$ cat src/rtl/multicycle_ctrl.sv
// Control FSM for the multicycle RV32I-subset datapath (lw, sw, R-type, I-type ALU, beq, jal).
// Moore outputs from the state register, an instret counter and a sticky illegal-instruction trap.
module multicycle_ctrl #(
  parameter int CNT_W = 32
) (
  input  logic             clk,
  input  logic             reset,
  input  logic [6:0]       op,
  input  logic [2:0]       funct3,
  input  logic             funct7b5,
  input  logic             zero,
  input  logic             memReady,
  output logic             pcWrite,
  output logic             adrSrc,
  output logic             memWrite,
  output logic             irWrite,
  output logic [1:0]       resultSrc,
  output logic [1:0]       aluSrcA,
  output logic [1:0]       aluSrcB,
  output logic [1:0]       immSrc,
  output logic             regWrite,
  output logic [2:0]       ALUcontrol,
  output logic             illegal,
  output logic [CNT_W-1:0] instret
);

  typedef enum logic [3:0] {
    FETCH, DECODE, MEMADR, MEMREAD, MEMWB, MEMWRITE,
    EXECR, EXECI, ALUWB, BEQ, JAL, TRAP
  } state_t;

  state_t           state_q, state_d;
  logic [CNT_W-1:0] instret_q, instret_d;
  logic             illegal_q, illegal_d;
  logic [2:0]       funct_alu;
  logic             funct_ok;

  always_comb begin
    immSrc = 2'b00;
    case (op)
      7'b0100011: immSrc = 2'b01;
      7'b1100011: immSrc = 2'b10;
      7'b1101111: immSrc = 2'b11;
      default:    immSrc = 2'b00;
    endcase
  end

  // sub only for R-type with funct7b5; I-type addi never subtracts
  always_comb begin
    funct_alu = 3'b000;
    funct_ok  = 1'b1;
    case (funct3)
      3'b000:  funct_alu = (op[5] & funct7b5) ? 3'b001 : 3'b000;
      3'b010:  funct_alu = 3'b101;
      3'b110:  funct_alu = 3'b011;
      3'b111:  funct_alu = 3'b010;
      default: funct_ok  = 1'b0;
    endcase
  end

  always_comb begin
    state_d    = state_q;
    instret_d  = instret_q;
    illegal_d  = illegal_q;
    pcWrite    = 1'b0;
    adrSrc     = 1'b0;
    memWrite   = 1'b0;
    irWrite    = 1'b0;
    resultSrc  = 2'b00;
    aluSrcA    = 2'b00;
    aluSrcB    = 2'b00;
    regWrite   = 1'b0;
    ALUcontrol = 3'b000;
    case (state_q)
      FETCH: begin
        aluSrcB   = 2'b10;
        resultSrc = 2'b10;
        irWrite   = memReady;
        pcWrite   = memReady;
        if (memReady) state_d = DECODE;
      end
      DECODE: begin
        aluSrcA = 2'b01;
        aluSrcB = 2'b01;
        case (op)
          7'b0000011, 7'b0100011: state_d = MEMADR;
          7'b0110011:             state_d = EXECR;
          7'b0010011:             state_d = EXECI;
          7'b1100011:             state_d = BEQ;
          7'b1101111:             state_d = JAL;
          default:                state_d = TRAP;
        endcase
      end
      MEMADR: begin
        aluSrcA = 2'b10;
        aluSrcB = 2'b01;
        state_d = op[5] ? MEMWRITE : MEMREAD;
      end
      MEMREAD: begin
        adrSrc = 1'b1;
        if (memReady) state_d = MEMWB;
      end
      MEMWB: begin
        resultSrc = 2'b01;
        regWrite  = 1'b1;
        instret_d = instret_q + {{(CNT_W-1){1'b0}}, 1'b1};
        state_d   = FETCH;
      end
      MEMWRITE: begin
        adrSrc   = 1'b1;
        memWrite = 1'b1;
        if (memReady) begin
          instret_d = instret_q + {{(CNT_W-1){1'b0}}, 1'b1};
          state_d   = FETCH;
        end
      end
      EXECR: begin
        aluSrcA    = 2'b10;
        ALUcontrol = funct_alu;
        state_d    = funct_ok ? ALUWB : TRAP;
      end
      EXECI: begin
        aluSrcA    = 2'b10;
        aluSrcB    = 2'b01;
        ALUcontrol = funct_alu;
        state_d    = funct_ok ? ALUWB : TRAP;
      end
      ALUWB: begin
        regWrite  = 1'b1;
        instret_d = instret_q + {{(CNT_W-1){1'b0}}, 1'b1};
        state_d   = FETCH;
      end
      BEQ: begin
        aluSrcA    = 2'b10;
        ALUcontrol = 3'b001;
        pcWrite    = zero;
        instret_d  = instret_q + {{(CNT_W-1){1'b0}}, 1'b1};
        state_d    = FETCH;
      end
      JAL: begin
        aluSrcA = 2'b01;
        aluSrcB = 2'b10;
        pcWrite = 1'b1;
        state_d = ALUWB;
      end
      TRAP:    state_d = TRAP;
      default: state_d = FETCH;
    endcase
    // illegal rises together with entry into TRAP so it is already 1 in the TRAP cycle
    if (state_d == TRAP) illegal_d = 1'b1;
    if (reset) begin
      pcWrite  = 1'b0;
      irWrite  = 1'b0;
      regWrite = 1'b0;
      memWrite = 1'b0;
    end
  end

  always_ff @(posedge clk) begin
    if (reset) begin
      state_q   <= FETCH;
      instret_q <= '0;
      illegal_q <= 1'b0;
    end else begin
      state_q   <= state_d;
      instret_q <= instret_d;
      illegal_q <= illegal_d;
    end
  end

  assign illegal = illegal_q;
  assign instret = instret_q;

endmodule

$ cat config.mk
export PLATFORM = sky130hd
export DESIGN_NAME = multicycle_ctrl
export DESIGN_NICKNAME = d
export VERILOG_FILES = /design/src/rtl/multicycle_ctrl.sv
export SDC_FILE = /design/constraint.sdc
export NUM_CORES = 1
export LEC_CHECK = 0
export CAP_MARGIN = 10
export CORE_MARGIN = 3
export CORE_UTILIZATION = 35
export CTS_BUF_LIST = sky130_fd_sc_hd__clkbuf_4
export DETAILED_ROUTE_END_ITERATION = 10
export GPL_ROUTABILITY_DRIVEN = 0
export PLACE_DENSITY = 0.66
export SYNTH_ARGS = -nofsm -noshare
export SYNTH_HDL_FRONTEND = slang
export SYNTH_SLANG_ARGS = --single-unit
$ cat constraint.sdc
create_clock -name clk -period 2.6 [get_ports clk]
set_clock_uncertainty 0.15 [all_clocks]
set_input_delay 0.26 -clock clk [delete_from_list [all_inputs] [get_ports clk]]
set_output_delay 0.26 -clock clk [all_outputs]
set_load 0.05 [all_outputs]
=== Word-level counts from Yosys, hierarchy flattened ===
Index checks and enable logic that the tools add are counted.

* Shift operators: 0
* $add $sub $neg: 1
* Multiply operators: 0
* Magnitude comparators: 0
* Equal/unequal tests: 22
* Reduce and logical (&&, ||, !) cells: 14
* Div/mod/pow operators: 0
* Muxes and demuxes: 26
* Bitwise operators: 1

{| class="wikitable"
|+ Operators with widths
! kind !! number
|-
| 32-bit one-hot mux with 2 select lines || 1
|-
| 32-bit by 1-bit adder with 32-bit output, second input constant || 1
|-
| 32-bit 2-to-1 mux || 1
|-
| 4-bit one-hot mux with 8 select lines || 1
|-
| 4-bit == test, second input constant || 5
|-
| 4-bit one-hot mux with 5 select lines || 1
|-
| 4-bit by 3-bit == test with 1-bit output, second input constant || 4
|-
| 7-bit by 6-bit == test with 1-bit output, second input constant || 2
|-
| 7-bit == test, second input constant || 2
|-
| 4-bit 2-to-1 mux || 3
|-
| 2-bit one-hot mux with 2 select lines || 3
|-
| 3-bit one-hot mux with 4 select lines || 1
|-
| 2-bit OR reduction || 6
|-
| 1-bit 2-to-1 mux || 10
|-
| 4-bit by 2-bit == test with 1-bit output, second input constant || 2
|-
| 4-bit OR reduction || 2
|-
| 7-bit by 2-bit == test with 1-bit output, second input constant || 1
|-
| 7-bit by 5-bit == test with 1-bit output, second input constant || 1
|-
| 3-bit == test, second input constant || 2
|-
| 2-bit one-hot mux with 3 select lines || 1
|-
| 3-bit one-hot mux with 2 select lines || 1
|-
| 3-bit OR reduction || 2
|-
| 4-bit by 1-bit == test with 1-bit output, second input constant || 1
|-
| 4-bit zero test || 1
|-
| 9 further kinds || 9
|}

* Bits in latches: 0
* Bits in registers: 37
* Memories kept: 0
* Memory bits (read-only): 0
* Output and inout bits: 49
* Bits in writable memories: 0

=== Logic depth before layout (Yosys ltp) ===
Gate-level depths: netlist of run 1.

* Depth in word-level cells: 6
* Depth in mapped cells: 8
* Depth with buffers taken out: 5

=== Least setup slack after synthesis of run 1 ===
No wires, ideal clock.

* Path type: flip-flop to output port
* From: register state_q[1]
* To: output port regWrite
* Path buffers: 2
* Stages on the path, launching flop included: 4
* Required time: 2190 ps
* Setup slack: -932 ps
* Arrival time: 3122 ps
* Cells stage by stage: dfxtp_1 buf_2 buf_1 a2111oi_0

* Word-level cells in the longest chain between the ends: 4
* Elaborated cells on any way between the ends: 5
* Classes of those cells: eq/ne (2); mux (2); reduce/logical (1)

{| class="wikitable"
|+ RTL lines
! element !! line !! source
|-
| from (decl) || 32 || <nowiki>state_t state_q, state_d;</nowiki>
|-
| from (signal assigned) || 165 || <nowiki>state_q <= state_d;</nowiki>
|-
| 4-bit == test / 4-bit by 3-bit == test with 1-bit output (equally long branches) || 74 || <nowiki>case (state_q)</nowiki>
|-
| 2-bit OR reduction (no source line) (*) || - ||
|-
| 1-bit 2-to-1 mux (*) || 74 ||
|-
| 1-bit 2-to-1 mux (*) || 151 || <nowiki>if (reset) begin</nowiki>
|-
| to (decl) || 21 || <nowiki>output logic regWrite,</nowiki>
|}

Every way passes the cells marked *; elsewhere a longest branch is shown, timed or not.

=== Worst setup path after layout of run 1 ===
* From: register state_q[2]
* To: output port regWrite

Same word-level chain as after synthesis.

==> impl_metrics.tcl, run 1 <==
set metrics [dict create \
    status "finished clean" \
    worstPathRequired_ns 2.19 \
    ant_nets 0 \
    yosysTopAreaCell "dfxtp_1" \
    drtIter0Drc 128 \
    regToRegSetupSlack_ns 0.22 \
    hold_buffers 0 \
    synth_fp_nets 288 \
    clock_path_buffers 2 \
    post_cts_buffers 0 \
    die_x_um 84.71 \
    worstHoldStart "illegal" \
    syn_to_final_growth_pct 38.60 \
    n_antenna_cell 0 \
    setup_viol 0 \
    path_max_fanout 15 \
    cts_tree "done" \
    die_h_um 84.71 \
    cp.arrival_ns 2.09 \
    clk_pin_slew_worst_paths_ns 0.12 \
    final_common_cell "clkdlybuf4s50_1" \
    synthesis.instances 272 \
    min_path_type "reg -> reg" \
    avgSynthCellArea_um2 7.972 \
    drc 0 \
    grt_pass1_vias 2076 \
    synth-edff-count 0 \
    die_area_mm2 0.007176 \
    max-cap-violations 0 \
    cp_cell_sequence "nand2b_1 -> a2111oi_1 -> buf_12" \
    io_buffers 63 \
    synth_area_leaders "dfxtp_1, a21oi_1, nor2_1, xnor2_1, o21ai_0" \
    rsz0062_at_grt "false" \
    dr.pass1.iters 4 \
    wl_per_cell_um 13.67 \
    crit_family "compound AO/OA/AOI/OAI gates" \
    dpl.cell_count 402 \
    yosysSeqAreaShare_pct 34.16 \
    synth_cell_type_count 49 \
    final_max_slew_viol_count 0 \
    min_to "illegal" \
    nets 350 \
    crit_buf_inv 1 \
    antenna_found_initial 0 \
    vias_per_cell 5.443 \
    grt-ovfl-total 0 \
    num_rows 28 \
    clock_sinks 37 \
    drive_gt1_share_pct 12.28 \
    crit_slowest_cell "a2111oi_1" \
    syn_area_mm2 0.002168 \
    finalHoldViolCount 0 \
    setup_tns_ns 0 \
    min_path_cells 2 \
    timing.rr.start "state_q[2]" \
    numCtsBuffers 5 \
    p_leak_nw 1.044 \
    timing.critical_path.depth 3 \
    async_reset_ff_share_pct 0 \
    cts-root-buf "clkbuf_4" \
    tightest_slew_ns 0.7756 \
    cts-resized-gates 0 \
    ys_warn_count 0 \
    period_needed_ns 2.499 \
    final_util_pct 50.46 \
    slew_headroom_pct 48.16 \
    drt-total-wl_um 5590 \
    power_mw 2.113 \
    post-dp-hpwl_um 4219 \
    synth_flop_cell "dfxtp_1" \
    r2r-end "instret[31]" \
    cp_slowest_stage_delay_ns 0.76 \
    clk_latency_ns 0.35 \
    fmaxAchievable_mhz 400.2 \
    worstSetupEndpointType "primary output" \
    start_util_pct 36.41 \
    htreeDepth 2 \
    yosys_register_bits 37 \
    num_io_pins 64 \
    r2r_cells 6 \
    core_area_mm2 0.005956 \
    crit_path_start_kind "flip-flop" \
    vias 2226 \
    grt_pass1_wl_um 9549 \
    period_share_pct 96.12 \
    grt_max_degree 39 \
    fin_ws_ns 0.1009 \
    worst-setup-path-type "reg -> out" \
    synth_top_area_share_pct 34.16 \
    layout_common_cells "clkdlybuf4s50_1, dfxtp_1, nor2_1" \
    final-instance-count-excl-fill 409 \
    place_ws_ns 0.1360 \
    power.density_mw_per_mm2 703.2 \
    ir_drop_v 0.0008665 \
    grt_usage_pct 15.97 \
]
## layer usage
metal	vias to the layer above	track usage [%]	share of wire (%)	wire length, µm
met5	-	0	0	0
met4	0	4.892	1.3	71
met3	8	3.238	4.6	256
met2	52	25.12	46	2582
met1	1048	22.00	48	2680
li1	1118	-	-	-
## through the flow
step | area, µm² | hold slack (ns)
floorplan | 2176 | 0.3282
CTS | 3005 | 0.3339
global placement | 2933 | 0.3011
global route | 3005 | 0.3522
detailed placement | 2933 | 0.2975
finish | 3005 | 0.3297
## kinds of logic (layout without fill, tap and decap cells)
kind of cell,Yosys count,after routing,synth area share (%)
simple gates,132,132,36.35
fa+ha+maj,1,1,0.5769
xor+xnor,17,17,6.867
flops,37,37,34.16
mux,3,3,1.443
buf+inv,23,85,4.443
compound gates,59,59,16.16
## flip-flops by register name (all words and copies together) (netlist names)
register / flops
state_q: 4
instret: 32
illegal: 1
## worst min-delay path, cell delays in order, from the launching register on
cell,delay [ns]
dfxtp_1,0.34
nand2b_1,0.06
o41ai_1,0.05
## Yosys cell counts, types with 2 or more instances
master / count
nand2_1: 16
o21a_1: 4
xnor2_1: 11
nand2b_1: 3
nand4_1: 8
mux2i_1: 2
nand4b_1: 2
o22a_1: 2
nor2b_1: 5
nor4b_1: 5
nor3_1: 8
o31ai_1: 3
and4_1: 5
and3_1: 7
xor2_1: 6
nor4_1: 5
a21oi_1: 23
or4_1: 2
o21ai_0: 18
or3_1: 13
and2_1: 2
nor2_1: 29
inv_1: 8
buf_2: 5
nand3_1: 14
dfxtp_1: 37
clkbuf_1: 7
## worst max-delay path by stage
stage	end	start	slack, ns
6_report	regWrite	state_q[2]	0.10
5_1_grt	resultSrc[1]	state_q[2]	0.008
4_1_cts	resultSrc[1]	state_q[2]	0.1
3_5_place_dp	instret[31]	memReady	0.14
3_3_place_gp	instret[31]	memReady	0.22
2_1_floorplan	regWrite	state_q[1]	-0.26
## area by class of cell
cell class / count / area (µm²)
clock inverters: 2 / 35.03
clock buffers: 5 / 37.54
repair buffers: 69 / 725.7
multi-input cells: 212 / 1339
inverters: 9 / 33.78
well taps: 75 / 93.84
fillers: 593 / 2950
flip-flops and latches: 37 / 740.7
## where the power goes
group,internal (mW),switching [mW],leakage (nW)
combinational,0.380,0.668,0.705
sequential,0.601,0.0758,0.299
clock,0.196,0.193,0.0410
Power figures use the tool's default switching activity.
==> run 2: changes to the inputs <==
CTS_CLUSTER_DIAMETER = 60   (was unset)
==> results of run 2 <==
Final layout, timing and power as in run 1 (identical DEF).
